--- config.mk ---
export PLATFORM = sky130hd
export DESIGN_NAME = frame_buf_sched
export DESIGN_NICKNAME = d
export VERILOG_FILES = /design/src/rtl/frame_buf_sched.sv
export SDC_FILE = /design/constraint.sdc
export NUM_CORES = 1
export LEC_CHECK = 0
export BUFFER_PORTS_ARGS = -buffer_cell sky130_fd_sc_hd__buf_2
export CORE_AREA = 8 8 122 124
export CTS_CLUSTER_SIZE = 40
export DETAILED_ROUTE_END_ITERATION = 7
export DIE_AREA = 0 0 130 132
export MAX_ROUTING_LAYER = met4
export PLACE_DENSITY = 0.44
export SYNTH_ARGS = -nofsm -noshare
export SYNTH_HDL_FRONTEND = slang
export SYNTH_SLANG_ARGS = --single-unit
--- constraint.sdc ---
create_clock -name clk -period 2.4 [get_ports clk]
set_input_delay 0.48 -clock clk [delete_from_list [all_inputs] [get_ports clk]]
set_output_delay 0.48 -clock clk [all_outputs]
set_load 0.01 [all_outputs]
--- src/rtl/frame_buf_sched.sv ---
// Ping-pong frame-buffer scheduler: allocates one of two buffers per frame, counts beats,
// aborts on converter errors and offers completed frames to the reader oldest-first.
module frame_buf_sched #(
  parameter int BEATS_PER_FRAME = 524288,
  parameter int CNT_W           = 20
) (
  input  logic        clk,
  input  logic        rst,
  input  logic        frame_start_i,
  input  logic [1:0]  frame_type_i,
  input  logic        din_vld,
  input  logic        unexpected_data_i,
  input  logic        unexpected_tlast_i,
  output logic        wr_start,
  output logic        wr_abort,
  output logic        wr_buf_sel,
  output logic        wr_en,
  output logic        rd_req,
  output logic        rd_buf_sel,
  output logic [1:0]  rd_frame_type,
  input  logic        rd_ack,
  input  logic        rd_done,
  output logic [15:0] drop_cnt,
  output logic [15:0] err_cnt
);

  typedef enum logic [1:0] {B_FREE, B_FILLING, B_READY, B_READING} buf_st_e;
  typedef enum logic [1:0] {W_IDLE, W_FILL, W_DROP} wr_st_e;
  typedef enum logic [1:0] {R_IDLE, R_REQ, R_BUSY} rd_st_e;

  localparam logic [CNT_W-1:0] LAST_BEAT = CNT_W'(BEATS_PER_FRAME - 1);

  buf_st_e          buf_st_q   [2];
  buf_st_e          buf_st_d   [2];
  logic [1:0]       buf_type_q [2];
  logic [1:0]       buf_type_d [2];
  wr_st_e           wr_st_q, wr_st_d;
  rd_st_e           rd_st_q, rd_st_d;
  logic [CNT_W-1:0] cnt_q, cnt_d;
  logic             last_q, last_d;
  logic             order_q, order_d;
  logic             wr_start_q, wr_start_d;
  logic             wr_abort_q, wr_abort_d;
  logic             wr_buf_sel_q, wr_buf_sel_d;
  logic             wr_en_q, wr_en_d;
  logic             rd_req_q, rd_req_d;
  logic             rd_buf_sel_q, rd_buf_sel_d;
  logic [1:0]       rd_frame_type_q, rd_frame_type_d;
  logic [15:0]      drop_cnt_q, drop_cnt_d;
  logic [15:0]      err_cnt_q, err_cnt_d;

  logic free0_s, free1_s, rdy0_s, rdy1_s, alloc_idx_s, offer_idx_s;

  // Next-state logic for buffers, writer, reader and counters.
  always_comb begin
    buf_st_d        = buf_st_q;
    buf_type_d      = buf_type_q;
    wr_st_d         = wr_st_q;
    rd_st_d         = rd_st_q;
    cnt_d           = cnt_q;
    last_d          = last_q;
    order_d         = order_q;
    wr_start_d      = 1'b0;
    wr_abort_d      = 1'b0;
    wr_en_d         = 1'b0;
    wr_buf_sel_d    = wr_buf_sel_q;
    rd_req_d        = rd_req_q;
    rd_buf_sel_d    = rd_buf_sel_q;
    rd_frame_type_d = rd_frame_type_q;
    drop_cnt_d      = drop_cnt_q;
    err_cnt_d       = err_cnt_q;

    free0_s     = (buf_st_q[0] == B_FREE);
    free1_s     = (buf_st_q[1] == B_FREE);
    rdy0_s      = (buf_st_q[0] == B_READY);
    rdy1_s      = (buf_st_q[1] == B_READY);
    alloc_idx_s = (free0_s && free1_s) ? ~last_q : ~free0_s;
    offer_idx_s = (rdy0_s && rdy1_s) ? order_q : rdy1_s;

    // Reader first, so the writer's order update sees a READY buffer that is being taken.
    case (rd_st_q)
      R_IDLE: begin
        if (rdy0_s || rdy1_s) begin
          rd_req_d        = 1'b1;
          rd_buf_sel_d    = offer_idx_s;
          rd_frame_type_d = buf_type_q[offer_idx_s];
          rd_st_d         = R_REQ;
        end else begin
          rd_st_d = R_IDLE;
        end
      end
      R_REQ: begin
        if (rd_ack) begin
          buf_st_d[rd_buf_sel_q] = B_READING;
          rd_req_d               = 1'b0;
          rd_st_d                = R_BUSY;
        end else begin
          rd_st_d = R_REQ;
        end
      end
      R_BUSY: begin
        if (rd_done) begin
          buf_st_d[rd_buf_sel_q] = B_FREE;
          rd_st_d                = R_IDLE;
        end else begin
          rd_st_d = R_BUSY;
        end
      end
      default: rd_st_d = R_IDLE;
    endcase

    case (wr_st_q)
      W_FILL: begin
        if (unexpected_data_i || unexpected_tlast_i || frame_start_i) begin
          wr_abort_d             = 1'b1;
          buf_st_d[wr_buf_sel_q] = B_FREE;
          err_cnt_d              = (err_cnt_q == 16'hFFFF) ? err_cnt_q : err_cnt_q + 16'd1;
          wr_st_d                = W_DROP;
        end else if (din_vld) begin
          wr_en_d = 1'b1;
          cnt_d   = cnt_q + {{(CNT_W-1){1'b0}}, 1'b1};
          if (cnt_q == LAST_BEAT) begin
            buf_st_d[wr_buf_sel_q] = B_READY;
            wr_st_d                = W_IDLE;
            // Order bit names the oldest READY buffer when both are READY.
            if (buf_st_d[~wr_buf_sel_q] != B_READY) begin
              order_d = wr_buf_sel_q;
            end else begin
              order_d = order_q;
            end
          end else begin
            wr_st_d = W_FILL;
          end
        end else begin
          wr_st_d = W_FILL;
        end
      end
      W_IDLE, W_DROP: begin
        if (frame_start_i) begin
          if (free0_s || free1_s) begin
            buf_st_d[alloc_idx_s]   = B_FILLING;
            buf_type_d[alloc_idx_s] = frame_type_i;
            last_d                  = alloc_idx_s;
            wr_buf_sel_d            = alloc_idx_s;
            wr_start_d              = 1'b1;
            cnt_d                   = {CNT_W{1'b0}};
            wr_st_d                 = W_FILL;
          end else begin
            drop_cnt_d = (drop_cnt_q == 16'hFFFF) ? drop_cnt_q : drop_cnt_q + 16'd1;
            wr_st_d    = W_DROP;
          end
        end else begin
          wr_st_d = wr_st_q;
        end
      end
      default: wr_st_d = W_IDLE;
    endcase
  end

  // State and output registers with synchronous reset.
  always_ff @(posedge clk) begin
    if (rst) begin
      buf_st_q        <= '{B_FREE, B_FREE};
      buf_type_q      <= '{2'b00, 2'b00};
      wr_st_q         <= W_IDLE;
      rd_st_q         <= R_IDLE;
      cnt_q           <= {CNT_W{1'b0}};
      last_q          <= 1'b1;
      order_q         <= 1'b0;
      wr_start_q      <= 1'b0;
      wr_abort_q      <= 1'b0;
      wr_buf_sel_q    <= 1'b0;
      wr_en_q         <= 1'b0;
      rd_req_q        <= 1'b0;
      rd_buf_sel_q    <= 1'b0;
      rd_frame_type_q <= 2'b00;
      drop_cnt_q      <= 16'd0;
      err_cnt_q       <= 16'd0;
    end else begin
      buf_st_q        <= buf_st_d;
      buf_type_q      <= buf_type_d;
      wr_st_q         <= wr_st_d;
      rd_st_q         <= rd_st_d;
      cnt_q           <= cnt_d;
      last_q          <= last_d;
      order_q         <= order_d;
      wr_start_q      <= wr_start_d;
      wr_abort_q      <= wr_abort_d;
      wr_buf_sel_q    <= wr_buf_sel_d;
      wr_en_q         <= wr_en_d;
      rd_req_q        <= rd_req_d;
      rd_buf_sel_q    <= rd_buf_sel_d;
      rd_frame_type_q <= rd_frame_type_d;
      drop_cnt_q      <= drop_cnt_d;
      err_cnt_q       <= err_cnt_d;
    end
  end

  assign wr_start      = wr_start_q;
  assign wr_abort      = wr_abort_q;
  assign wr_buf_sel    = wr_buf_sel_q;
  assign wr_en         = wr_en_q;
  assign rd_req        = rd_req_q;
  assign rd_buf_sel    = rd_buf_sel_q;
  assign rd_frame_type = rd_frame_type_q;
  assign drop_cnt      = drop_cnt_q;
  assign err_cnt       = err_cnt_q;

endmodule

## After elaboration in Yosys (flattened, before gate mapping)

Index checks and enable logic that the tools add are counted.

| operators by class | value |
|---|---|
| reduce and logical (&&, ||, !) cells | 26 |
| bitwise operators | 26 |
| add/sub/neg operators | 3 |
| magnitude comparators | 8 |
| muxes and demuxes | 45 |
| equality and inequality tests | 16 |

Operators by type and width:

| operator | count |
|---|---|
| 20-bit 2-to-1 mux | 4 |
| 20-bit one-hot mux with 2 select lines | 1 |
| 16-bit by 1-bit adder with 16-bit output, second input constant | 2 |
| 16-bit equality test, second input constant | 2 |
| 2-bit 2-to-1 mux | 15 |
| 4-bit 2-to-1 mux | 7 |
| 20-bit by 1-bit adder with 20-bit output, second input constant | 1 |
| 20-bit by 19-bit equality test with 1-bit output, second input constant | 1 |
| 4-bit one-hot mux with 2 select lines | 2 |
| 2-bit inequality test, second input constant | 7 |
| 2-bit greater-or-equal comparator, second input constant | 5 |
| 1-bit NOT | 10 |
| 1-bit NOT with 2-bit output | 5 |
| 5-bit AND reduction | 2 |
| 1-bit 2-to-1 mux | 9 |
| 3-bit AND reduction | 3 |
| 4-bit bitwise AND | 2 |
| 2-bit equality test, second input constant | 4 |
| 2-bit logical NOT | 4 |
| 4-bit NOT | 2 |
| 2-bit demux with 1-bit select | 3 |
| 2-bit by 1-bit < comparator with 1-bit output, second input constant | 3 |
| 2-bit one-hot mux with 3 select lines | 1 |
| 3-bit OR reduction | 2 |
| other kinds (14) | 27 |

| storage, ports and cells | value |
|---|---|
| word-level logic and storage cells | 142 |
| output and inout bits | 40 |
| flip-flop bits (word level) | 74 |
| input port bits | 10 |

## Longest topological paths before layout

| logic depth | value |
|---|---|
| word-level depth | 15 |
| gate-level depth with buffers | 7 |
| gate-level depth less buffers | 6 |

## Worst setup path before layout

No wires, ideal clock.

| timing | value |
|---|---|
| path type | flip-flop to flip-flop |
| start | register rd_st_q[0] |
| end | register order_q |
| stages on the path, launching flop included | 7 |
| period minus slack after synthesis | 1.801 ns |
| required time | 2.328 ns |
| buffers on the path | 0 |
| slack | 0.599 ns |
| arrival time | 1.729 ns |
| cell sequence | dfxtp_1 -> inv_1 -> ha_1 -> nor2b_1 -> o21ai_0 -> a2111oi_0 -> mux2i_1 |

| on the way | value |
|---|---|
| word-level cells in the longest chain between the ends | 8 |
| elaborated cells on any way between the ends | 10 |

Ends and longest elaborated chain:

| item | line | text |
|---|---|---|
| start, declared | 38 | `rd_st_e rd_st_q, rd_st_d;` |
| start signal, assigned | 183 | `rd_st_q <= rd_st_d;` |
| 2-bit equality test / 2-bit by 1-bit equality test with 1-bit output (equally long branches) | 81 | `case (rd_st_q)` |
| 4-bit one-hot mux with 2 select lines (*) | 81 |  |
| 2-bit bitwise AND (no source line) / 2-bit bitwise OR (equally long branches) | - |  |
| 2-bit 2-to-1 mux (implied by the code) (*) (3 in a row) | 126 | `if (buf_st_d[~wr_buf_sel_q] != B_READY) begin` |
| 2-bit inequality test (*) | 126 |  |
| 5-bit AND reduction (no source line) (*) | - |  |
| end signal, assigned | 186 | `order_q <= order_d;` |
| end, declared | 41 | `logic order_q, order_d;` |

Mark *: on every way between the ends. The rest lies on a longest branch, timed or not. The select of a mux whose other input is x is not followed.
A chain may end at the register's enable or synchronous reset.

## Worst setup path after layout

Same ends and word-level chain as after synthesis.

==> flow_metrics.tcl <==
set metrics [dict create \
    detail_route.wirelength_um 10500 \
    cp_max_fo 4 \
    final_replace_weighted_congestion 0.754 \
    worstHoldPathType "input pin to flop" \
    finish.cell_count_without_fillers 694 \
    grt_max_degree 41 \
    first_pass_grt_wire_length_um 17800 \
    synth_top_cell_area_share_pct 37.7 \
    layout-area-overhead-vs-synth_pct 19.8 \
    initial_antenna_violation_count 0 \
    initialDrtViolationCount 192 \
    achievable-frequency_mhz 469 \
    p_sw_share_pct 23.2 \
    ant_nets 0 \
    seq_power_share_pct 45.0 \
    placed_cells 678 \
    final-setup-viol-count 0 \
    clock_skew_ps 3.73 \
    final_net_count 530 \
    finish.instance_area_um2 4700 \
    synth_fp_nets 475 \
    floorplan.die_area_um2 17200 \
    whs_ps 394 \
    max_capacitance_violation_count 0 \
    yosysUniqueCellTypes 63 \
    drt_pre_antenna_iters 4 \
    clock_sink_count 74 \
    die-height_um 132 \
    route.detailed.drc 0 \
    core_area_um2 13000 \
    timing.critical_path.arrival_ps 2410 \
    initial_core_util_pct 30.2 \
    die-width_um 130 \
    slew-limit-headroom_pct 43.1 \
    layout.filler_cells 1347 \
    critical_path_top_delay_cell "sky130_fd_sc_hd__a2111oi_0" \
    cts-resized-gates 0 \
    grt_pass1_vias 3598 \
    ctsLongestPathBuffers 2 \
    clock-root-buffer "sky130_fd_sc_hd__clkbuf_16" \
    worst_ir_drop_vdd_uv 302 \
    synth_seq_cells 74 \
    synth_top_flop_cell "sky130_fd_sc_hd__dfxtp_1" \
    setup.worst_path.class "flop to flop" \
    std_cell_rows 42 \
    power.switching_uw 662 \
    sum_of_overflow_across_all_layers_after_global_routing 0 \
    internal_power_mw 2.19 \
    proportion_of_synthesized_flip_flops_having_asynchronous_set_or_reset_pct 0 \
    synthesis.yosys.warnings 0 \
    n_antenna_cell 0 \
    final_hold_viol_count 0 \
    largest_cells_by_area_after_synthesis "sky130_fd_sc_hd__dfxtp_1 (38%), sky130_fd_sc_hd__a21oi_1 (5.5%), sky130_fd_sc_hd__o31ai_1 (4.4%)" \
    worst_skew_pair_latency_ps 340 \
    fin_tns_setup_ps 0 \
    avgRoutedWirePerCell_um 15.1 \
    p_total_mw 2.85 \
    post_route_cells_drive_above_1_share_pct 18.7 \
    number_of_enable_flip_flop_cells_after_synthesis 0 \
    post_synth.cell_area_avg_um2 8.57 \
    final_min_period_over_clock_period_pct 88.9 \
    cellLeakagePower_nw 1.65 \
    power.density_cell_area_nw_per_um2 606 \
    result_of_the_run "completed" \
    synth_largest_area_cell "sky130_fd_sc_hd__dfxtp_1" \
    crit_path_max_incr_delay_ps 580 \
    clkPwrFrac_pct 48.2 \
    synthesis.area_um2 3930 \
    final-seq-area_um2 1480 \
    num_vias 3671 \
    viasPerCell 5.29 \
    multi_input_gate_area_um2 2300 \
    tritoncts "built" \
    h-tree-depth 3 \
    dpl_cell_area_um2 4410 \
    port_buffers 49 \
    post-cts-setup-buffers 0 \
    report.final.slew_viol_count 0 \
    top_level_ports 50 \
    synthesis.instances 458 \
    detailedPlacementHpwl_um 7560 \
    clk_transition_reported_paths_ps 60 \
    synth.yosys.seq_area_share_pct 37.7 \
    grt_setup_unrepaired "false" \
    cts-buffers-inserted 9 \
    pin_slew_with_the_least_headroom_to_its_limit_ps 853 \
    critical_path_required_ps 2680 \
    critical_path_capture_point_type "flop" \
    start_kind "flop" \
    period_needed_ps 2130 \
    grtUsageTotal_pct 13.3 \
    ctsHoldBuffers 0 \
    crit_path_cell_trace "inv_1, ha_1, nor2b_1, o21ai_0, a2111oi_0, mux2i_1" \
    pwr-share-comb_pct 6.8 \
]
[flip-flops by register name (all words and copies together) (netlist names)]
| name | cells |
|---|---|
| err_cnt | 16 |
| last_q | 1 |
| order_q | 1 |
| rd_buf_sel | 1 |
| rd_req | 1 |
| buf_st_q | 4 |
| buf_type_q | 4 |
| wr_st_q | 2 |
| wr_abort | 1 |
| wr_en | 1 |
| rd_st_q | 2 |
| cnt_q | 20 |
| wr_buf_sel | 1 |
| wr_start | 1 |
| drop_cnt | 16 |
| rd_frame_type | 2 |
[worst max-delay path, delay by kind of cell, from the launching register on]
family	cells	cell delay, ps
flops	1	360
buf+inv	1	70
compound gates	2	850
simple gates	1	240
mux	1	230
fa+ha+maj	1	310
[per-stage QoR]
stage                     setup WS (ps)  util (%)
after floorplan                     599         -
after global placement              304      33.9
after detailed placement            290      33.9
after CTS                           262      36.2
after global routing               90.5      36.2
final                               266      36.2
[synth_stat cells, drive strengths merged (10+ instances only)]
cell type and number:
or4 23, clkbuf 11, nor2b 15, a21oi 43, nor2 29, inv 12, dfxtp 74, or3 11
nand4 18, mux2 10, nand2 33, nand3 21, mux2i 10, o21ai 20, o31ai 23
[logic make-up after synthesis]
logic type	share of synthesized area, %
compound gates	21.5
xor+xnor	0.223
fa+ha+maj	2.23
buf+inv	3.57
flops	37.7
mux	5.42
simple gates	29.4
[area by class of cell]
type | count | area share (%)
clock buffers | 14 | 5.61
well taps | 176 | 4.68
inverters | 13 | 1.04
repair buffers | 63 | 7.45
flip-flops and latches | 74 | 31.5
clock inverters | 2 | 0.745
multi-input cells | 352 | 49.0
[power by group through the flow]
stage,combinational [mW],sequential (mW),clock (mW)
final,0.194,1.28,1.37
after detailed placement,0.197,1.31,0
after global routing,0.218,1.29,1.49
after CTS,0.198,1.28,1.42
after floorplan,0.134,1.30,0
after global placement,0.195,1.31,0
[worst paths after layout]
check / start / end / slack, ps / cells past startpoint
setup reg to reg: rd_st_q[0]$_SDFF_PP0_ / order_q$_SDFFE_PP0P_ / 270 / 6
setup / recovery: rd_st_q[0]$_SDFF_PP0_ / order_q$_SDFFE_PP0P_ / 270 / 6
hold reg to reg: order_q$_SDFFE_PP0P_ / order_q$_SDFFE_PP0P_ / 460 / 2
hold / removal: frame_type_i[1] / buf_type_q[1]$_SDFFE_PP0P_ / 390 / 3
[routing by layer]
layer | wire length (um) | part of all wire, % | track usage [%]
met2 | 4900 | 47 | 20.5
met1 | 4950 | 47 | 15.9
met4 | 121 | 1.2 | 4.07
met5 | 0 | 0 | -
met3 | 496 | 4.7 | 4.65
[cell usage in the layout, fill, tap and decap left out, types with 7 or more instances in the layout]
master,count
sky130_fd_sc_hd__or4_1,23
sky130_fd_sc_hd__a211oi_1,7
sky130_fd_sc_hd__and4_1,7
sky130_fd_sc_hd__nor2b_1,15
sky130_fd_sc_hd__o21ai_0,19
sky130_fd_sc_hd__inv_1,12
sky130_fd_sc_hd__mux2_2,10
sky130_fd_sc_hd__nand2_1,33
sky130_fd_sc_hd__nand3_1,21
sky130_fd_sc_hd__nor2_1,29
sky130_fd_sc_hd__buf_2,49
sky130_fd_sc_hd__nor4_1,8
sky130_fd_sc_hd__clkbuf_16,9
sky130_fd_sc_hd__or3_1,11
sky130_fd_sc_hd__a21oi_1,43
sky130_fd_sc_hd__mux2i_1,10
sky130_fd_sc_hd__dfxtp_1,74
sky130_fd_sc_hd__and3_1,7
sky130_fd_sc_hd__o31ai_1,23
sky130_fd_sc_hd__buf_4,14
sky130_fd_sc_hd__nand4_1,17
sky130_fd_sc_hd__ha_1,7
Note: power is estimated with default switching activity, not from simulation.
